==> src/rtl/r4_qds_constants_pipe_if.sv <==
// Bundle of handshake, index and constant signals for r4_qds_constants_pipe.
// The slave modport is the generator's view, the master modport is the
// requester/consumer view. CW must equal 7+INT_EXT+FRAC_EXT of the generator.
// Optional parity bus present when R4_QDS_CONST_PARITY_EN is defined.
interface r4_qds_constants_pipe_if #(
    parameter int LANES = 1,
    parameter int CW    = 7
);
    logic                  flush_i;
    logic                  in_valid_i;
    logic                  in_ready_o;
    logic [LANES*4-1:0]    idx_i;
    logic                  out_valid_o;
    logic                  out_ready_i;
    logic [LANES*CW-1:0]   m_neg_1_o;
    logic [LANES*CW-1:0]   m_neg_0_o;
    logic [LANES*CW-1:0]   m_pos_1_o;
    logic [LANES*CW-1:0]   m_pos_2_o;
    logic [LANES-1:0]      changed_o;
`ifdef R4_QDS_CONST_PARITY_EN
    logic [LANES*4-1:0]    par_o;
`endif

    modport slave (
        input  flush_i,
        input  in_valid_i,
        output in_ready_o,
        input  idx_i,
        output out_valid_o,
        input  out_ready_i,
        output m_neg_1_o,
        output m_neg_0_o,
        output m_pos_1_o,
        output m_pos_2_o,
`ifdef R4_QDS_CONST_PARITY_EN
        output par_o,
`endif
        output changed_o
    );

    modport master (
        output flush_i,
        output in_valid_i,
        input  in_ready_o,
        output idx_i,
        input  out_valid_o,
        output out_ready_i,
        input  m_neg_1_o,
        input  m_neg_0_o,
        input  m_pos_1_o,
        input  m_pos_2_o,
`ifdef R4_QDS_CONST_PARITY_EN
        input  par_o,
`endif
        input  changed_o
    );
endinterface

==> src/rtl/r4_qds_constants_pipe.sv <==
// Multi-lane registered radix-4 sqrt QDS selection-constant generator.
// Each lane maps its root-prefix index {a0,a2,a3,a4} to -m[-1], -m[-0],
// -m[+1], -m[+2] (two's complement, 3 fraction bits), widened by INT_EXT
// sign bits on top and FRAC_EXT zero bits below.
// Optional feature macro: R4_QDS_CONST_PARITY_EN adds per-constant even parity.
//
// Handshake: a capture happens on a rising clk edge when in_valid_i and
// in_ready_o are both high and flush_i is low; in_ready_o = ~out_valid_o |
// out_ready_i, so while out_valid_o is high and out_ready_i low every output
// is held stable and no new index is taken. flush_i wins over everything.
module r4_qds_constants_pipe #(
    parameter int LANES    = 1,
    parameter int INT_EXT  = 0,
    parameter int FRAC_EXT = 0
) (
    input  logic                   clk,
    input  logic                   rst_n,
    r4_qds_constants_pipe_if.slave bus
);
    localparam int CW = 7 + INT_EXT + FRAC_EXT;

    // Base table rows i = {a2,a3,a4}; 7-bit values in units of 1/8.
    localparam logic [6:0] T_NEG1 [8] = '{7'd13, 7'd14, 7'd16, 7'd17,
                                          7'd18, 7'd20, 7'd22, 7'd23};
    localparam logic [6:0] T_NEG0 [8] = '{7'd4, 7'd5, 7'd6, 7'd6,
                                          7'd6, 7'd8, 7'd8, 7'd8};
    localparam logic [6:0] T_POS1 [8] = '{-7'sd4, -7'sd4, -7'sd4, -7'sd4,
                                          -7'sd6, -7'sd6, -7'sd8, -7'sd8};
    localparam logic [6:0] T_POS2 [8] = '{-7'sd12, -7'sd14, -7'sd16, -7'sd16,
                                          -7'sd18, -7'sd20, -7'sd20, -7'sd22};

    // Sign-extend to CW bits, then shift left to open FRAC_EXT zero bits.
    function automatic logic [CW-1:0] widen(input logic [6:0] b);
        logic signed [CW-1:0] s;
        s = CW'($signed(b));
        return s <<< FRAC_EXT;
    endfunction

    // Row-0 values so downstream always sees legal constants after reset.
    localparam logic [CW-1:0] ROW0_N1 = widen(T_NEG1[0]);
    localparam logic [CW-1:0] ROW0_N0 = widen(T_NEG0[0]);
    localparam logic [CW-1:0] ROW0_P1 = widen(T_POS1[0]);
    localparam logic [CW-1:0] ROW0_P2 = widen(T_POS2[0]);

    logic                  r_valid;
    logic [LANES*CW-1:0]   r_n1, r_n0, r_p1, r_p2;
    logic [LANES-1:0]      r_changed;
    // History holds the normalised row (a0=1 folds to row 7), so 3 bits suffice.
    logic [LANES*3-1:0]    r_hist;

    logic [LANES*CW-1:0]   w_nxt_n1, w_nxt_n0, w_nxt_p1, w_nxt_p2;
    logic [LANES-1:0]      w_chg;
    logic [LANES*3-1:0]    w_hist_nxt;
    logic                  w_in_ready;
    logic                  w_capture;

`ifdef R4_QDS_CONST_PARITY_EN
    localparam logic [3:0] PAR0 = {^ROW0_P2, ^ROW0_P1, ^ROW0_N0, ^ROW0_N1};
    logic [LANES*4-1:0]    r_par;
    logic [LANES*4-1:0]    w_nxt_par;
`endif

    assign w_in_ready = ~r_valid | bus.out_ready_i;
    assign w_capture  = bus.in_valid_i & w_in_ready & ~bus.flush_i;

    for (genvar k = 0; k < LANES; k++) begin : g_lane
        logic [2:0] w_row;
        assign w_row = bus.idx_i[4*k+3] ? 3'd7 : bus.idx_i[4*k +: 3];
        assign w_nxt_n1[k*CW +: CW] = widen(T_NEG1[w_row]);
        assign w_nxt_n0[k*CW +: CW] = widen(T_NEG0[w_row]);
        assign w_nxt_p1[k*CW +: CW] = widen(T_POS1[w_row]);
        assign w_nxt_p2[k*CW +: CW] = widen(T_POS2[w_row]);
        assign w_hist_nxt[k*3 +: 3] = w_row;
        assign w_chg[k]             = (w_row != r_hist[k*3 +: 3]);
`ifdef R4_QDS_CONST_PARITY_EN
        assign w_nxt_par[4*k+0] = ^w_nxt_n1[k*CW +: CW];
        assign w_nxt_par[4*k+1] = ^w_nxt_n0[k*CW +: CW];
        assign w_nxt_par[4*k+2] = ^w_nxt_p1[k*CW +: CW];
        assign w_nxt_par[4*k+3] = ^w_nxt_p2[k*CW +: CW];
`endif
    end

    // Output register: flush > capture > drain; constants only move on capture.
    always_ff @(posedge clk or negedge rst_n) begin
        if (!rst_n) begin
            r_valid   <= 1'b0;
            r_changed <= '0;
            r_hist    <= '0;
            r_n1      <= {LANES{ROW0_N1}};
            r_n0      <= {LANES{ROW0_N0}};
            r_p1      <= {LANES{ROW0_P1}};
            r_p2      <= {LANES{ROW0_P2}};
`ifdef R4_QDS_CONST_PARITY_EN
            r_par     <= {LANES{PAR0}};
`endif
        end else if (bus.flush_i) begin
            r_valid   <= 1'b0;
            r_changed <= '0;
            r_hist    <= '0;
        end else if (w_capture) begin
            r_valid   <= 1'b1;
            r_changed <= w_chg;
            r_hist    <= w_hist_nxt;
            r_n1      <= w_nxt_n1;
            r_n0      <= w_nxt_n0;
            r_p1      <= w_nxt_p1;
            r_p2      <= w_nxt_p2;
`ifdef R4_QDS_CONST_PARITY_EN
            r_par     <= w_nxt_par;
`endif
        end else if (bus.out_ready_i) begin
            r_valid   <= 1'b0;
            r_changed <= '0;
        end
    end

    assign bus.in_ready_o  = w_in_ready;
    assign bus.out_valid_o = r_valid;
    assign bus.m_neg_1_o   = r_n1;
    assign bus.m_neg_0_o   = r_n0;
    assign bus.m_pos_1_o   = r_p1;
    assign bus.m_pos_2_o   = r_p2;
    assign bus.changed_o   = r_changed;
`ifdef R4_QDS_CONST_PARITY_EN
    assign bus.par_o       = r_par;
`endif
endmodule

==> src/flat_wrapper.sv <==
// flat-port wrapper written by rule: the top's interface ports become plain ports
module r4_qds_constants_pipe_flat 
#(
    parameter int LANES    = 1,
    parameter int INT_EXT  = 0,
    parameter int FRAC_EXT = 0
)
  (clk, rst_n, bus_flush_i, bus_in_valid_i, bus_in_ready_o, bus_idx_i, bus_out_valid_o, bus_out_ready_i, bus_m_neg_1_o, bus_m_neg_0_o, bus_m_pos_1_o, bus_m_pos_2_o, bus_changed_o);
  r4_qds_constants_pipe_if #(.LANES(LANES), .CW(7)) bus_i ();
  input  logic clk;
  input  logic rst_n;
  input wire logic [$bits(bus_i.flush_i)-1:0] bus_flush_i;
  input wire logic [$bits(bus_i.in_valid_i)-1:0] bus_in_valid_i;
  output wire logic [$bits(bus_i.in_ready_o)-1:0] bus_in_ready_o;
  input wire logic [$bits(bus_i.idx_i)-1:0] bus_idx_i;
  output wire logic [$bits(bus_i.out_valid_o)-1:0] bus_out_valid_o;
  input wire logic [$bits(bus_i.out_ready_i)-1:0] bus_out_ready_i;
  output wire logic [$bits(bus_i.m_neg_1_o)-1:0] bus_m_neg_1_o;
  output wire logic [$bits(bus_i.m_neg_0_o)-1:0] bus_m_neg_0_o;
  output wire logic [$bits(bus_i.m_pos_1_o)-1:0] bus_m_pos_1_o;
  output wire logic [$bits(bus_i.m_pos_2_o)-1:0] bus_m_pos_2_o;
  output wire logic [$bits(bus_i.changed_o)-1:0] bus_changed_o;
  assign bus_i.flush_i = bus_flush_i;
  assign bus_i.in_valid_i = bus_in_valid_i;
  assign bus_in_ready_o = bus_i.in_ready_o;
  assign bus_i.idx_i = bus_idx_i;
  assign bus_out_valid_o = bus_i.out_valid_o;
  assign bus_i.out_ready_i = bus_out_ready_i;
  assign bus_m_neg_1_o = bus_i.m_neg_1_o;
  assign bus_m_neg_0_o = bus_i.m_neg_0_o;
  assign bus_m_pos_1_o = bus_i.m_pos_1_o;
  assign bus_m_pos_2_o = bus_i.m_pos_2_o;
  assign bus_changed_o = bus_i.changed_o;
  r4_qds_constants_pipe #(.LANES(LANES), .INT_EXT(INT_EXT), .FRAC_EXT(FRAC_EXT)) u_core (.clk(clk), .rst_n(rst_n), .bus(bus_i));
endmodule
==> config.mk <==
export PLATFORM = sky130hd
export DESIGN_NAME = r4_qds_constants_pipe_flat
export DESIGN_NICKNAME = d
export VERILOG_FILES = /design/src/rtl/r4_qds_constants_pipe_if.sv /design/src/rtl/r4_qds_constants_pipe.sv /design/src/flat_wrapper.sv
export SDC_FILE = /design/constraint.sdc
export NUM_CORES = 1
export LEC_CHECK = 0
export CAP_MARGIN = 10
export CORE_ASPECT_RATIO = 0.75
export CORE_MARGIN = 2
export CORE_UTILIZATION = 36
export DETAILED_ROUTE_END_ITERATION = 10
export GPL_ROUTABILITY_DRIVEN = 0
export PLACE_DENSITY = 0.77
export SETUP_SLACK_MARGIN = 0.2
export SLEW_MARGIN = 20
export SYNTH_ARGS = -nofsm -noshare
export SYNTH_HDL_FRONTEND = slang
export SYNTH_SLANG_ARGS = --single-unit
==> constraint.sdc <==
create_clock -name clk -period 1.2 [get_ports clk]
set_input_delay 0.24 -clock clk [delete_from_list [all_inputs] [get_ports clk]]
set_output_delay 0.24 -clock clk [all_outputs]
set_load 0.01 [all_outputs]
==> PnR_summary.wiki <==
{| class="wikitable"
! Metric !! Value
|-
| Post-synth design cell area || 1060 um^2
|-
| Total length of routed wires || between 2 and 3 mm
|-
| Via count of the first global-routing pass || 878
|-
| Number of buffers inserted for hold repair after clock tree synthesis || 0
|-
| Number of I/O port buffers || 26
|-
| Classification of the worst setup path || reg -> reg
|-
| Average via count per standard cell || 4.64
|-
| CTS clock-pin slew for the worst setup and hold paths || around 0.07 ns
|-
| Critical path startpoint category || flop
|-
| First-pass GRT wire length || between 4 and 5 mm
|-
| Area share of the leading cell type in the synthesized netlist || 30.7%
|-
| Max capacitance violation total || 0
|-
| Main flop type after synthesis || sky130_fd_sc_hd__dfrtp_1
|-
| H-tree depth || 1
|-
| Share of the cycle needed by the critical path after routing || 106%
|-
| Average routed wire per standard cell || between 10 and 15 um
|-
| Mean Syn Cell Area || approximately 10 um^2
|-
| Maximum ir drop on the vdd rail || approximately 420 uV
|-
| Synthesis-to-layout area growth || 51.7%
|-
| Cell at the root of the clock tree || sky130_fd_sc_hd__clkbuf_8
|-
| Crit path setup slack, layout || -0.0728 ns
|-
| Count of final setup violators || 18
|-
| Post-layout min period || ~1.3 ns
|-
| DRC || 0
|-
| Synth Register Bits || 19
|-
| Worst-case reg-to-reg path depth || 5
|-
| Gate count of the mapped netlist || between 100 and 150
|-
| Filler cells || about 250
|-
| Worst slack after detailed placement || -0.549 ns
|-
| Top fanout value on the critical path || 6
|-
| Post-detailed-route count of antenna-violating nets || 0
|-
| Overall track demand over capacity in global routing || about 16%
|-
| Violations in the final reports || negative setup slack
|-
| Detailed Routing Iterations Pass 1 || 4
|-
| Total number of yosys warnings || 0
|-
| Core region area || approximately 2900 um^2
|-
| Die height || 51.0 um
|-
| Number of placement rows || 17
|-
| TritonCTS clock tree || built
|-
| Proportion of layout cells with a drive suffix above 1 || about 50%
|-
| Proportion of register bits with asynchronous set or reset after synthesis || 100%
|-
| RSZ-0062 raised after global routing || yes
|-
| Worst path required time || ~1.3 ns
|-
| Number of antenna violations at the first check in global routing || 0
|-
| Capture point of the worst reg-to-reg path || u_core.bus.m_neg_0_o[3]
|-
| Result of the run || finished, violations left
|-
| Leak || a little under 0.8 nW
|-
| Largest clock skew in the final design || 0.00224 ns
|-
| Number of hold-slack violations in the final timing report || 0
|-
| Synth top area cells || sky130_fd_sc_hd__dfrtp_1, sky130_fd_sc_hd__dfstp_2, sky130_fd_sc_hd__buf_4
|-
| Area enclosed by the die boundary || 3400 um^2
|-
| Pin count of the biggest net entering global routing || 20
|-
| Proportion of synthesized chip area in sequential cells || a little under half
|-
| Chip width || about 67 um
|-
| Setup TNS || -0.753 ns
|-
| Leading area contributor after synthesis || sky130_fd_sc_hd__dfrtp_1
|-
| Timing-limited maximum frequency || 0.786 GHz
|-
| Clock sink count || 19
|-
| Number of unique standard cell types used by synthesis || 31
|-
| Violation count after the first detailed-routing iteration || 20
|-
| Number of enable flip-flop cells after synthesis || 0
|-
| CP arrival || 1.42 ns
|-
| Number of buffers added by the clock tree synthesis step || 3
|-
| Initial Util || 36.9%
|-
| Number of buffers on the longest clock path || 2
|-
| Worst R2R Start || u_core.bus.out_valid_o
|-
| Count of antenna diodes in the layout || 0
|-
| Top-level I/O count || 40
|-
| HP Class || in -> async
|-
| Leftover overflow at the end of global routing || 0
|-
| Max-slew violations || 0
|-
| Power density relative to cell area || roughly 1100 nW/um^2
|-
| Final HPWL DP || between 1.5 and 2 mm
|-
| Clock insertion delay at the later pin of the skew report || ~0.25 ns
|-
| Number of nets in the layout || 176
|-
| R2r setup slk || -0.07 ns
|-
| Endpoint type of the worst setup path || flop
|-
| Routed via count || around 920
|}
-- power breakdown --
part	switching [mW]	total, mW	internal (mW)
clock	0.210	0.446	0.236
sequential	0.0477	0.785	0.737
combinational	0.249	0.518	0.269
-- cells in the mapped netlist, drive strengths merged (2+ instances only) --
library cell  number
o31ai              2
nor2               7
clkbuf             2
a21oi              8
a311oi             3
inv                5
nor3               3
o211ai             2
o21ai              8
or2                2
ha                 6
dfstp              6
dfrtp             13
nand2              9
mux2               3
buf               17
a21o               2
conb               2
-- through the flow --
stage          utilization (%)  hold slack, ns  instances  area (um^2)  total power, mW
2_1_floorplan                -         -0.0556        119         1150             1.03
3_3_place_gp              50.5           0.453        183         1450             1.25
3_5_place_dp              50.5           0.459        183         1450             1.27
4_1_cts                   53.9           0.342        195         1550             1.73
5_1_grt                   56.0           0.355        198         1610             1.85
6_report                  56.0           0.335        198         1610             1.75
-- layout make-up --
cell class	instances	area, um^2	share of cell area [%]
multi-input combinational	77	571	35.5
sequential	19	483	30.0
timing repair buffer	55	444	27.6
tap	38	47.5	2.95
clock buffer	4	45.0	2.80
inverter	5	18.8	1.17
-- layer usage --
layer	GRT usage, %	vias to the layer above	share of wire (%)
li1	-	441	-
met1	18.5	442	41
met2	28.8	32	53
met3	2.20	4	4.7
met4	8.16	0	1.0
met5	0	-	0
-- kinds of logic (layout without fill, tap and decap cells) --
family                     after synthesis  after routing  share of synthesized area [%]
AOI/OAI and AO/OA                       27             27                           15.8
and+or+nand+nor                         24             25                           10.5
buffers and inverters                   24             64                           14.6
DFF                                     19             19                           45.5
adders and majority gates                6              6                           7.08
muxes                                    4              4                           4.13
other                                    2             13                          0.708
xor gates and xnor gates                 2              2                           1.65
-- worst max-delay path, cell delays in order (launching register included) --
cell and delay (ns):
sky130_fd_sc_hd__dfrtp_1 0.40, sky130_fd_sc_hd__buf_6 0.12, sky130_fd_sc_hd__nand2b_4 0.06, sky130_fd_sc_hd__buf_6 0.12, sky130_fd_sc_hd__nand3b_4 0.14, sky130_fd_sc_hd__mux2_4 0.32
-- state kept, by name, summed over array words and instances (netlist names) --
register                flops
u_core.r_hist               3
u_core.bus.m_pos_1_o        2
u_core.bus.out_valid_o      1
u_core.bus.m_pos_2_o        3
u_core.bus.m_neg_0_o        4
u_core.bus.changed_o        1
u_core.bus.m_neg_1_o        5
-- worst max-delay path by stage --
stage                      startpoint                       to  slack, ns  depth (start not counted)
5_1_grt              u_core.r_hist[1]     u_core.bus.changed_o      -0.12                          5
6_report       u_core.bus.out_valid_o  u_core.bus.m_neg_0_o[3]      -0.07                          5
3_3_place_gp             bus_idx_i[1]     u_core.bus.changed_o      -0.52                          5
2_1_floorplan            bus_idx_i[2]     u_core.bus.changed_o      -0.01                          5
3_5_place_dp             bus_idx_i[3]  u_core.bus.m_pos_2_o[2]      -0.55                          8
4_1_cts        u_core.bus.out_valid_o  u_core.bus.m_neg_0_o[3]      -0.05                          5
-- what timing repair did --
action	in CTS	in global routing
buffers inserted	7	3
pin swaps	9	3
cloned	1	0
setup endpoints to repair	37	37
gates resized for setup	100	10
-- placed cells by master, fill, tap and decap left out, types with 4 or more instances in the layout --
cell / synthesis / layout
sky130_fd_sc_hd__o21ai_1: 1 / 7
sky130_fd_sc_hd__nand2_1: 9 / 8
sky130_fd_sc_hd__dlygate4sd2_1: 0 / 4
sky130_fd_sc_hd__a21oi_2: 0 / 4
sky130_fd_sc_hd__ha_1: 6 / 5
sky130_fd_sc_hd__buf_2: 1 / 10
sky130_fd_sc_hd__buf_4: 15 / 25
sky130_fd_sc_hd__conb_1: 2 / 13
sky130_fd_sc_hd__buf_6: 1 / 12
sky130_fd_sc_hd__dfrtp_1: 13 / 13
sky130_fd_sc_hd__dfstp_2: 6 / 6
sky130_fd_sc_hd__a21oi_1: 8 / 4
sky130_fd_sc_hd__nor2_1: 7 / 6
(Power assumes the default switching activity.)
